**config.mk**
```make
export PLATFORM = sky130hd
export DESIGN_NAME = instr_decoder_flat
export DESIGN_NICKNAME = d
export VERILOG_FILES = /design/src/rtl/instr_decoder_if.sv /design/src/rtl/instr_decoder.sv /design/src/flat_wrapper.sv
export SDC_FILE = /design/constraint.sdc
export NUM_CORES = 1
export LEC_CHECK = 0
export ABC_AREA = 1
export CAP_MARGIN = 5
export CORE_ASPECT_RATIO = 1.1
export CORE_UTILIZATION = 40
export DETAILED_ROUTE_END_ITERATION = 10
export PLACE_DENSITY_LB_ADDON = 0.2
export SETUP_SLACK_MARGIN = 0.4
export SKIP_LAST_GASP = 1
export SYNTH_ARGS = -nofsm -noshare
export SYNTH_HDL_FRONTEND = slang
export SYNTH_SLANG_ARGS = --single-unit
```
**constraint.sdc**
```tcl
create_clock -name clk -period 2.6 [get_ports clk]
set_input_delay 0.52 -clock clk [delete_from_list [all_inputs] [get_ports clk]]
set_output_delay 0.52 -clock clk [all_outputs]
set_load 0.02 [all_outputs]
```
**src/rtl/instr_decoder_if.sv**
```systemverilog
// instr_decoder_if: fetch-side handshake plus the decoded bundle handed to execute.
// master = surrounding pipeline (drives instr/flush/out_ready), slave = decoder.
interface instr_decoder_if #(
    parameter int ILL_CNT_W = 16
);
    logic                 in_valid;
    logic                 in_ready;
    logic [31:0]          instr;
    logic                 flush;
    logic                 out_valid;
    logic                 out_ready;
    logic [4:0]           Upr_ALU;
    logic [1:0]           src_a_sel;
    logic [1:0]           src_b_sel;
    logic [31:0]          imm;
    logic [4:0]           rd;
    logic [4:0]           rs1;
    logic [4:0]           rs2;
    logic                 rf_we;
    logic [1:0]           wb_sel;
    logic                 mem_req;
    logic                 mem_we;
    logic [2:0]           mem_size;
    logic                 branch;
    logic                 jal;
    logic                 jalr;
    logic                 illegal;
    logic [ILL_CNT_W-1:0] ill_cnt;

    modport master (
        output in_valid, instr, flush, out_ready,
        input  in_ready, out_valid, Upr_ALU, src_a_sel, src_b_sel, imm,
               rd, rs1, rs2, rf_we, wb_sel, mem_req, mem_we, mem_size,
               branch, jal, jalr, illegal, ill_cnt
    );

    modport slave (
        input  in_valid, instr, flush, out_ready,
        output in_ready, out_valid, Upr_ALU, src_a_sel, src_b_sel, imm,
               rd, rs1, rs2, rf_we, wb_sel, mem_req, mem_we, mem_size,
               branch, jal, jalr, illegal, ill_cnt
    );
endinterface

```
**src/rtl/instr_decoder.sv**
```systemverilog
// instr_decoder: registered RV32I decoder with a one-entry output register and
// valid/ready backpressure. Define DECODER_ILL_CNT_EN to build the saturating
// illegal-instruction counter; otherwise ill_cnt is tied to zero.
module instr_decoder #(
    parameter int ILL_CNT_W = 16
) (
    input  logic            clk,
    input  logic            rst_n,
    instr_decoder_if.slave  bus
);
    localparam logic [6:0] OPC_OP     = 7'b0110011;
    localparam logic [6:0] OPC_OP_IMM = 7'b0010011;
    localparam logic [6:0] OPC_BRANCH = 7'b1100011;
    localparam logic [6:0] OPC_LOAD   = 7'b0000011;
    localparam logic [6:0] OPC_STORE  = 7'b0100011;
    localparam logic [6:0] OPC_LUI    = 7'b0110111;
    localparam logic [6:0] OPC_AUIPC  = 7'b0010111;
    localparam logic [6:0] OPC_JAL    = 7'b1101111;
    localparam logic [6:0] OPC_JALR   = 7'b1100111;

    localparam logic [4:0] ALU_ADD    = 5'b00000;
    localparam logic [6:0] F7_ZERO    = 7'b0000000;
    localparam logic [6:0] F7_ALT     = 7'b0100000;

    localparam logic [1:0] SRC_A_RS1  = 2'd0;
    localparam logic [1:0] SRC_A_PC   = 2'd1;
    localparam logic [1:0] SRC_A_ZERO = 2'd2;
    localparam logic [1:0] SRC_B_RS2  = 2'd0;
    localparam logic [1:0] SRC_B_IMM  = 2'd1;
    localparam logic [1:0] WB_ALU     = 2'd0;
    localparam logic [1:0] WB_MEM     = 2'd1;
    localparam logic [1:0] WB_PC4     = 2'd2;

    // instruction fields
    logic [31:0] ins;
    logic [6:0]  opcode;
    logic [2:0]  funct3;
    logic [6:0]  funct7;

    assign ins    = bus.instr;
    assign opcode = ins[6:0];
    assign funct3 = ins[14:12];
    assign funct7 = ins[31:25];

    // immediates for every format
    logic [31:0] imm_i;
    logic [31:0] imm_s;
    logic [31:0] imm_b;
    logic [31:0] imm_u;
    logic [31:0] imm_j;

    assign imm_i = {{20{ins[31]}}, ins[31:20]};
    assign imm_s = {{20{ins[31]}}, ins[31:25], ins[11:7]};
    assign imm_b = {{19{ins[31]}}, ins[31], ins[7], ins[30:25], ins[11:8], 1'b0};
    assign imm_u = {ins[31:12], 12'b0};
    assign imm_j = {{11{ins[31]}}, ins[31], ins[19:12], ins[20], ins[30:21], 1'b0};

    // combinational decode results
    logic [4:0]  d_alu;
    logic [1:0]  d_src_a;
    logic [1:0]  d_src_b;
    logic [31:0] d_imm;
    logic        d_we;
    logic [1:0]  d_wb;
    logic        d_mem_req;
    logic        d_mem_we;
    logic        d_branch;
    logic        d_jal;
    logic        d_jalr;
    logic        d_ill;
    logic        d_rf_we;

    // opcode/funct decode into the control bundle, illegal words collapse to a safe ADD
    always_comb begin
        d_alu     = ALU_ADD;
        d_src_a   = SRC_A_RS1;
        d_src_b   = SRC_B_RS2;
        d_imm     = '0;
        d_we      = 1'b0;
        d_wb      = WB_ALU;
        d_mem_req = 1'b0;
        d_mem_we  = 1'b0;
        d_branch  = 1'b0;
        d_jal     = 1'b0;
        d_jalr    = 1'b0;
        d_ill     = 1'b0;

        unique case (opcode)
            OPC_OP: begin
                d_we = 1'b1;
                if (funct7 == F7_ZERO) begin
                    d_alu = {2'b00, funct3};
                end else if (funct7 == F7_ALT && (funct3 == 3'b000 || funct3 == 3'b101)) begin
                    d_alu = {2'b01, funct3};
                end else begin
                    d_ill = 1'b1;
                end
            end
            OPC_OP_IMM: begin
                d_we    = 1'b1;
                d_src_b = SRC_B_IMM;
                d_imm   = imm_i;
                d_alu   = {2'b00, funct3};
                if (funct3 == 3'b001) begin
                    if (funct7 != F7_ZERO) d_ill = 1'b1;
                end else if (funct3 == 3'b101) begin
                    if (funct7 == F7_ALT)       d_alu[3] = 1'b1;
                    else if (funct7 != F7_ZERO) d_ill    = 1'b1;
                end
            end
            OPC_BRANCH: begin
                d_branch = 1'b1;
                d_imm    = imm_b;
                d_alu    = {2'b11, funct3};
                if (funct3 == 3'b010 || funct3 == 3'b011) d_ill = 1'b1;
            end
            OPC_LOAD: begin
                d_we      = 1'b1;
                d_src_b   = SRC_B_IMM;
                d_imm     = imm_i;
                d_mem_req = 1'b1;
                d_wb      = WB_MEM;
                if (funct3 == 3'b011 || funct3 == 3'b110 || funct3 == 3'b111) d_ill = 1'b1;
            end
            OPC_STORE: begin
                d_src_b   = SRC_B_IMM;
                d_imm     = imm_s;
                d_mem_req = 1'b1;
                d_mem_we  = 1'b1;
                if (funct3 > 3'b010) d_ill = 1'b1;
            end
            OPC_LUI: begin
                d_we    = 1'b1;
                d_src_a = SRC_A_ZERO;
                d_src_b = SRC_B_IMM;
                d_imm   = imm_u;
            end
            OPC_AUIPC: begin
                d_we    = 1'b1;
                d_src_a = SRC_A_PC;
                d_src_b = SRC_B_IMM;
                d_imm   = imm_u;
            end
            OPC_JAL: begin
                d_we    = 1'b1;
                d_src_a = SRC_A_PC;
                d_src_b = SRC_B_IMM;
                d_imm   = imm_j;
                d_wb    = WB_PC4;
                d_jal   = 1'b1;
            end
            OPC_JALR: begin
                d_we    = 1'b1;
                d_src_b = SRC_B_IMM;
                d_imm   = imm_i;
                d_wb    = WB_PC4;
                d_jalr  = 1'b1;
                if (funct3 != 3'b000) d_ill = 1'b1;
            end
            default: d_ill = 1'b1;
        endcase

        // An illegal word still produces a bundle, but one that cannot change state.
        if (d_ill) begin
            d_alu     = ALU_ADD;
            d_src_a   = SRC_A_RS1;
            d_src_b   = SRC_B_RS2;
            d_imm     = '0;
            d_we      = 1'b0;
            d_wb      = WB_ALU;
            d_mem_req = 1'b0;
            d_mem_we  = 1'b0;
            d_branch  = 1'b0;
            d_jal     = 1'b0;
            d_jalr    = 1'b0;
        end
    end

    assign d_rf_we = d_we && (ins[11:7] != 5'd0);

    // handshake
    logic out_valid_q;
    logic accept;
    logic capture;

    assign bus.in_ready = !out_valid_q || bus.out_ready;
    assign accept       = bus.in_valid && bus.in_ready;
    assign capture      = accept && !bus.flush;

    // output-register occupancy; flush wins over a same-cycle accept
    always_ff @(posedge clk or negedge rst_n) begin
        if (!rst_n) begin
            out_valid_q <= 1'b0;
        end else if (bus.flush) begin
            out_valid_q <= 1'b0;
        end else if (accept) begin
            out_valid_q <= 1'b1;
        end else if (bus.out_ready) begin
            out_valid_q <= 1'b0;
        end
    end

    // registered bundle
    logic [4:0]  alu_q;
    logic [1:0]  src_a_q;
    logic [1:0]  src_b_q;
    logic [31:0] imm_q;
    logic [4:0]  rd_q;
    logic [4:0]  rs1_q;
    logic [4:0]  rs2_q;
    logic        rf_we_q;
    logic [1:0]  wb_q;
    logic        mem_req_q;
    logic        mem_we_q;
    logic [2:0]  mem_size_q;
    logic        branch_q;
    logic        jal_q;
    logic        jalr_q;
    logic        ill_q;

    // capture the decoded bundle on every non-flushed handshake, hold otherwise
    always_ff @(posedge clk or negedge rst_n) begin
        if (!rst_n) begin
            alu_q      <= '0;
            src_a_q    <= '0;
            src_b_q    <= '0;
            imm_q      <= '0;
            rd_q       <= '0;
            rs1_q      <= '0;
            rs2_q      <= '0;
            rf_we_q    <= 1'b0;
            wb_q       <= '0;
            mem_req_q  <= 1'b0;
            mem_we_q   <= 1'b0;
            mem_size_q <= '0;
            branch_q   <= 1'b0;
            jal_q      <= 1'b0;
            jalr_q     <= 1'b0;
            ill_q      <= 1'b0;
        end else if (capture) begin
            alu_q      <= d_alu;
            src_a_q    <= d_src_a;
            src_b_q    <= d_src_b;
            imm_q      <= d_imm;
            rd_q       <= ins[11:7];
            rs1_q      <= ins[19:15];
            rs2_q      <= ins[24:20];
            rf_we_q    <= d_rf_we;
            wb_q       <= d_wb;
            mem_req_q  <= d_mem_req;
            mem_we_q   <= d_mem_we;
            mem_size_q <= funct3;
            branch_q   <= d_branch;
            jal_q      <= d_jal;
            jalr_q     <= d_jalr;
            ill_q      <= d_ill;
        end
    end

`ifdef DECODER_ILL_CNT_EN
    logic [ILL_CNT_W-1:0] ill_cnt_q;

    // saturating count of accepted (non-flushed) illegal words
    always_ff @(posedge clk or negedge rst_n) begin
        if (!rst_n) begin
            ill_cnt_q <= '0;
        end else if (capture && d_ill && ill_cnt_q != '1) begin
            ill_cnt_q <= ill_cnt_q + 1'b1;
        end
    end

    assign bus.ill_cnt = ill_cnt_q;
`else
    assign bus.ill_cnt = '0;
`endif

    assign bus.out_valid = out_valid_q;
    assign bus.Upr_ALU   = alu_q;
    assign bus.src_a_sel = src_a_q;
    assign bus.src_b_sel = src_b_q;
    assign bus.imm       = imm_q;
    assign bus.rd        = rd_q;
    assign bus.rs1       = rs1_q;
    assign bus.rs2       = rs2_q;
    assign bus.rf_we     = rf_we_q;
    assign bus.wb_sel    = wb_q;
    assign bus.mem_req   = mem_req_q;
    assign bus.mem_we    = mem_we_q;
    assign bus.mem_size  = mem_size_q;
    assign bus.branch    = branch_q;
    assign bus.jal       = jal_q;
    assign bus.jalr      = jalr_q;
    assign bus.illegal   = ill_q;
endmodule

```
**src/flat_wrapper.sv**
```systemverilog
// flat-port wrapper written by rule: the top's interface ports become plain ports
module instr_decoder_flat 
#(
    parameter int ILL_CNT_W = 16
)
  (clk, rst_n, bus_in_valid, bus_instr, bus_flush, bus_out_ready, bus_in_ready, bus_out_valid, bus_Upr_ALU, bus_src_a_sel, bus_src_b_sel, bus_imm, bus_rd, bus_rs1, bus_rs2, bus_rf_we, bus_wb_sel, bus_mem_req, bus_mem_we, bus_mem_size, bus_branch, bus_jal, bus_jalr, bus_illegal, bus_ill_cnt);
  instr_decoder_if #(.ILL_CNT_W(ILL_CNT_W)) bus_i ();
  input  logic clk;
  input  logic rst_n;
  input wire logic [$bits(bus_i.in_valid)-1:0] bus_in_valid;
  input wire logic [$bits(bus_i.instr)-1:0] bus_instr;
  input wire logic [$bits(bus_i.flush)-1:0] bus_flush;
  input wire logic [$bits(bus_i.out_ready)-1:0] bus_out_ready;
  output wire logic [$bits(bus_i.in_ready)-1:0] bus_in_ready;
  output wire logic [$bits(bus_i.out_valid)-1:0] bus_out_valid;
  output wire logic [$bits(bus_i.Upr_ALU)-1:0] bus_Upr_ALU;
  output wire logic [$bits(bus_i.src_a_sel)-1:0] bus_src_a_sel;
  output wire logic [$bits(bus_i.src_b_sel)-1:0] bus_src_b_sel;
  output wire logic [$bits(bus_i.imm)-1:0] bus_imm;
  output wire logic [$bits(bus_i.rd)-1:0] bus_rd;
  output wire logic [$bits(bus_i.rs1)-1:0] bus_rs1;
  output wire logic [$bits(bus_i.rs2)-1:0] bus_rs2;
  output wire logic [$bits(bus_i.rf_we)-1:0] bus_rf_we;
  output wire logic [$bits(bus_i.wb_sel)-1:0] bus_wb_sel;
  output wire logic [$bits(bus_i.mem_req)-1:0] bus_mem_req;
  output wire logic [$bits(bus_i.mem_we)-1:0] bus_mem_we;
  output wire logic [$bits(bus_i.mem_size)-1:0] bus_mem_size;
  output wire logic [$bits(bus_i.branch)-1:0] bus_branch;
  output wire logic [$bits(bus_i.jal)-1:0] bus_jal;
  output wire logic [$bits(bus_i.jalr)-1:0] bus_jalr;
  output wire logic [$bits(bus_i.illegal)-1:0] bus_illegal;
  output wire logic [$bits(bus_i.ill_cnt)-1:0] bus_ill_cnt;
  assign bus_i.in_valid = bus_in_valid;
  assign bus_i.instr = bus_instr;
  assign bus_i.flush = bus_flush;
  assign bus_i.out_ready = bus_out_ready;
  assign bus_in_ready = bus_i.in_ready;
  assign bus_out_valid = bus_i.out_valid;
  assign bus_Upr_ALU = bus_i.Upr_ALU;
  assign bus_src_a_sel = bus_i.src_a_sel;
  assign bus_src_b_sel = bus_i.src_b_sel;
  assign bus_imm = bus_i.imm;
  assign bus_rd = bus_i.rd;
  assign bus_rs1 = bus_i.rs1;
  assign bus_rs2 = bus_i.rs2;
  assign bus_rf_we = bus_i.rf_we;
  assign bus_wb_sel = bus_i.wb_sel;
  assign bus_mem_req = bus_i.mem_req;
  assign bus_mem_we = bus_i.mem_we;
  assign bus_mem_size = bus_i.mem_size;
  assign bus_branch = bus_i.branch;
  assign bus_jal = bus_i.jal;
  assign bus_jalr = bus_i.jalr;
  assign bus_illegal = bus_i.illegal;
  assign bus_ill_cnt = bus_i.ill_cnt;
  instr_decoder #(.ILL_CNT_W(ILL_CNT_W)) u_core (.clk(clk), .rst_n(rst_n), .bus(bus_i));
endmodule
```
After elaboration in Yosys (flattened, before gate mapping)
Cells that the tools add are included.
{"block": "word_totals", "reg_bits": 69, "inputBits": 37, "out_inout_bits": 86, "wordCells": 100}
{"block": "op_classes", "order_cmp": 1, "eq_ne": 16, "mux": 41, "n_reduce_logical": 25}
{"op": "$pmux W32 S5", "count": 1}
{"op": "$mux W32", "count": 1}
{"op": "$mux W1", "count": 30}
{"op": "$eq A7 B6 Y1 const B", "count": 4}
{"op": "$eq A7 B7 Y1 const B", "count": 3}
{"op": "$pmux W5 S3", "count": 1}
{"op": "$eq A7 B5 Y1 const B", "count": 2}
{"op": "$reduce_or A7 Y1", "count": 2}
{"op": "$mux W5", "count": 2}
{"op": "$eq A3 B3 Y1 const B", "count": 3}
{"op": "$pmux W2 S2", "count": 2}
{"op": "$reduce_or A2 Y1", "count": 4}
{"op": "$eq A7 B2 Y1 const B", "count": 1}
{"op": "$logic_not A7 Y1", "count": 1}
{"op": "$pmux W1 S7", "count": 1}
{"op": "$reduce_bool A7 Y1", "count": 1}
{"op": "$eq A3 B2 Y1 const B", "count": 2}
{"op": "$reduce_bool A3 Y1", "count": 2}
{"op": "$reduce_or A3 Y1", "count": 2}
{"op": "$logic_or A1 B1 Y1", "count": 5}
{"op": "$reduce_bool A5 Y1", "count": 1}
{"op": "$logic_and A1 B1 Y1", "count": 4}
{"op": "$mux W2", "count": 2}
{"op": "$mux W4", "count": 1}
{"op": "other kinds (4)", "count": 5}

Longest topological paths before layout
{"block": "logic_depth", "word_depth": 8, "mapped_depth": 13, "depth_no_buf": 11}

Worst setup path after synthesis
No wires, ideal clock.
{"block": "synth_timing", "kind": "in2reg", "startpoint": "input bus_instr[31]", "endpoint": "register u_core.imm_q[10] (netlist: u_core.bus.imm[10])", "setup_ns": 0.066, "arrival_ns": 1.657, "path_slack_ns": 0.878, "cell_stages": 11, "path_buffers": 2, "path_cell_list": "buf_2 nor2_2 nand2_1 nor2_1 nand2_1 nand2_1 nand2_1 nor2_8 buf_6 nand3_2 nand2_1"}
{"block": "synth_via", "elab_chain_len": 7}
{"element": "start, declared", "line_no": "flat_wrapper.sv:11", "source": "input wire logic [$bits(bus_i.instr)-1:0] bus_instr;"}
{"element": "$reduce_bool A7 Y1", "line_no": "instr_decoder.sv:105, instr_decoder.sv:108"}
{"element": "$mux W1", "line_no": "instr_decoder.sv:105, instr_decoder.sv:108"}
{"element": "$mux W1", "line_no": "instr_decoder.sv:107", "source": "if (funct7 == F7_ALT) d_alu[3] = 1'b1;"}
{"element": "$mux W1", "line_no": "instr_decoder.sv:106", "source": "end else if (funct3 == 3'b101) begin"}
{"element": "$mux W1", "line_no": "instr_decoder.sv:104", "source": "if (funct3 == 3'b001) begin"}
{"element": "$pmux W1 S7 (*)", "line_no": "instr_decoder.sv:88", "source": "unique case (opcode)"}
{"element": "$mux W32 (*)", "line_no": "instr_decoder.sv:164", "source": "if (d_ill) begin"}
{"element": "end signal, assigned", "line_no": "instr_decoder.sv:244", "source": "imm_q <= d_imm;"}
{"element": "end, declared", "line_no": "instr_decoder.sv:207", "source": "logic [31:0] imm_q;"}
Every way passes the cells marked *; elsewhere a longest branch is shown, timed or not.
A chain may end at the register's enable or synchronous reset.

Worst setup path after layout
{"block": "layout_timing", "startpoint": "input bus_instr[6]", "endpoint": "register u_core.imm_q[31] (netlist: u_core.bus.imm[31])"}
{"block": "layout_via", "elab_chain_len": 4}
{"element": "$eq A7 B6 Y1 (tied with other cells)", "line_no": "instr_decoder.sv:88"}
{"element": "$reduce_or A3 Y1 (no source line) or $reduce_or A2 Y1 (tied branches)"}
{"element": "$pmux W1 S7 or $pmux W32 S5 (tied branches)", "line_no": "instr_decoder.sv:88"}
{"element": "$mux W32 (*)", "line_no": "instr_decoder.sv:164"}
Marks and branches as above.

==> impl_results.md <==
- Status: completed
- CTS Buf Count: 9
- Initial antenna violation count: 0
- Drt pass-1 iters: 4
- Hold slack: roughly 0.19 ns
- First-pass GRT wire length: ~17000 µm
- Worst-Skew Late Latency: 0.35 ns
- Area delta synth->final: 35.4%
- Die Area: between 9000 and 10000 µm²
- FF-to-FF End: u_core.bus.imm[2]
- Power Density: ~450 nW/µm²
- Ys Warns: 0
- Met1 Routed Length: roughly 5000 µm
- Share of total power in sequential cells: 47.5%
- Worst vdd ir: roughly 0.20 mV
- Critical path's top delay family: simple AND/OR/NAND/NOR gates
- Fmax: about 490 MHz
- Max-slew violation count: 0
- Post-CTS Hold Fix Bufs: 0
- Vias in the first global route: ~3500
- Comb pwr share: ~19%
- Sw frac: a little under 30%
- Placed Cells incl. Taps: roughly 740
- Die span in x: between 90 and 100 µm
- Worst Reg-to-Reg Cells: 8
- Violation count after the first detailed-route iteration: between 150 and 200
- N_diodes: 0
- H-tree depth: 3
- Final Cycle Share: between 70% and 80%
- Internal power: around 1700 µW
- Worst Tran Pin Value: 0.645 ns
- GP Congestion: roughly 0.87
- Clock power frac: between 30% and 40%
- Data arrival, critical path: between 2 and 2.5 ns
- Crit start category: primary input
- Nets: around 670
- WP buf/inv: 3
- Clk buf depth: 2
- Total grt overflow: 0
- Sum Neg Setup Slack: 0 ns
- Unrepaired setup endpoints after global routing: no
- Total global-route track usage: between 20% and 30%
- Crit-path max FO: 28
- CP Cell Sequence: clkdlybuf4s50_1 -> nand3_2 -> inv_4 -> nand2_1 -> nand2_2 -> nor2_1 -> nand2_1 -> nand2_2 -> nor2_8 -> buf_12 -> nand3_1 -> nand2_1
- CP Class: primary input to flip-flop
- Clock-pin slew on the worst setup and hold paths: 0.07 ns
- Post-synthesis sequential area ratio: ~44%
- Syn Area/Cell: 7.45 µm²
- Post-Syn Area: between 3000 and 4000 µm²
- Clock Tree Root: clkbuf_8
- Post-detailed-placement half-perimeter wirelength: 7980 µm
- Max Cap Viol: 0
- Top cell by count, worst path: nand2_1
- Met3 wire length: 426 µm
- Worst reg2reg setup slack: ~1.2 ns
- Routed len/inst: around 14 µm
- Setup crit end kind: flip-flop
- Drt total wl: about 11000 µm
- Initial core utilization: 41.0%
- Share of cells above drive strength 1: between 10% and 20%
- Via Count: about 3600
- R2R Path Start: u_core.bus.out_valid
- Asr flop ratio synth: 100%
- Post-route DRC: 0
- Crit path required time: 2.89 ns
- Rel. slew slack: between 50 and 60%
- DR top layer: met4
- Yosys top cell area share: a little over two fifths
- Post-synth top area cell: dfrtp_1
- Num Clock Sinks: 67
- Min-Delay Path Class: primary input to async pin
- Mapped Cells: just over 500
- Area of the core: around 9400 µm²
- EDFF count, synth: 0
- Fillers: 941
- Number of placement rows: 37
- Most used DFF post-synth: dfrtp_1
- Most numerous cell in the Yosys netlist: nand2_1
- I/O pin count: approximately 120
- Pwr Total: ~2400 µW
- Synth area leaders: dfrtp_1, nand2_1, nand3_2
- # setup viols final: 0
- Largest net degree at the start of global routing: 51
- Clock Skews: 0.00307 ns
- CTS tree: built
- Max stage delay on crit path: roughly 0.53 ns
- Met2 Routed Length: between 4000 and 5000 µm
- Hold Fails Final Rpt: 0
- Flops & latches, synth: 67
- Fin cells: 750
- Port Buf Inserts: 105
- Distinct cells, synth: 24
- Period minus WS final: between 2 and 2.5 ns
- Crit-path slowest cell: clkdlybuf4s50_1
- Switching pwr: a little under 700 µW
- Vias/cell: about 4.8
- Final ANT Viol Nets: 0
- Die span in y: 105 µm
- Util after Layout: 55.5%
- Post-synth top cells: nand2_1, dfrtp_1, inv_1, nand3_1, o21ai_0
- Leak Pwr: 0.00270 µW
[registers in the layout (all words and copies together) (netlist names), 2 cells and up]
register	count
u_core.bus.rd	5
u_core.bus.imm	32
u_core.bus.wb_sel	2
u_core.bus.mem_size	3
u_core.bus.src_a_sel	2
u_core.bus.rs1	5
u_core.bus.Upr_ALU	4
u_core.bus.rs2	5
[logic make-up after synthesis]
| group | after synthesis | synth area share (%) |
|---|---|---|
| compound gates | 44 | 6.29 |
| simple gates | 316 | 38.4 |
| buf+inv | 87 | 11.5 |
| other cells | 1 | 0.0978 |
| flops | 67 | 43.7 |
[area by class of cell]
cell class                 count  area, µm²  share of cell area [%]
clock buffer                  12        155                    2.99
inverter                      48        183                    3.52
timing repair buffer         127       1220                    23.6
multi-input combinational    377       1800                    34.6
tap                          117        146                    2.82
clock inverter                 2       12.5                   0.241
sequential                    67       1680                    32.3
[timing repair]
item / in CTS / in global routing
setup endpoints to repair: 1 / 44
pin swaps: 0 / 1
buffers inserted: 0 / 1
gates resized for setup: 1 / 7
endpoints found under the hold margin: 0 / 0
[worst register-to-register path, stage by stage (launching register included)]
cell	delay, ns
dfrtp_1	0.38
inv_1	0.05
nor2_1	0.03
inv_1	0.09
nand2_2	0.08
inv_2	0.24
buf_4	0.29
nand3_2	0.11
nand2_1	0.06
[cell usage in the layout (no fill, tap or decap), types with 8 or more instances in the layout]
cell type	count
dfrtp_1	67
nand3_2	21
o211ai_1	8
nand2_1	204
buf_4	21
clkdlybuf4s50_1	102
nor2_1	22
conb_1	17
clkbuf_8	11
nand3_1	41
o21ai_0	30
nand4_1	8
inv_1	41
[layer usage]
| metal | GRT usage [%] | vias to the layer above |
|---|---|---|
| met5 | 0 | - |
| met4 | 10.8 | 0 |
| met3 | 2.98 | 15 |
| met1 | 31.0 | 1704 |
| met2 | 35.1 | 92 |
| li1 | - | 1816 |
[stage by stage]
step	setup WS, ns	instance area, µm²
after floorplan	0.878	3900
after global placement	0.0985	5000
after detailed placement	0.0682	5000
after CTS	0.443	5170
after global routing	0.408	5190
final	0.544	5190
[power groups by stage]
stage	Combinational (µW)	Sequential, µW	Clock, µW
floorplan	181	1190	0
global placement	453	1140	0
detailed placement	457	1140	0
CTS	457	1120	794
global route	500	1120	833
finish	456	1120	778
[worst max-delay path by stage]
stage / from / end / slack (ns) / cells past startpoint
final: bus_instr[6] / u_core.bus.imm[31] / 0.54 / 12
after global routing: bus_instr[6] / u_core.bus.src_b_sel[0] / 0.41 / 12
after CTS: bus_instr[5] / u_core.bus.src_b_sel[0] / 0.44 / 12
after detailed placement: bus_instr[5] / u_core.bus.imm[31] / 0.07 / 12
after global placement: bus_instr[5] / u_core.bus.src_b_sel[0] / 0.1 / 12
after floorplan: bus_instr[31] / u_core.bus.imm[10] / 0.88 / 11
(Power assumes the default switching activity.)
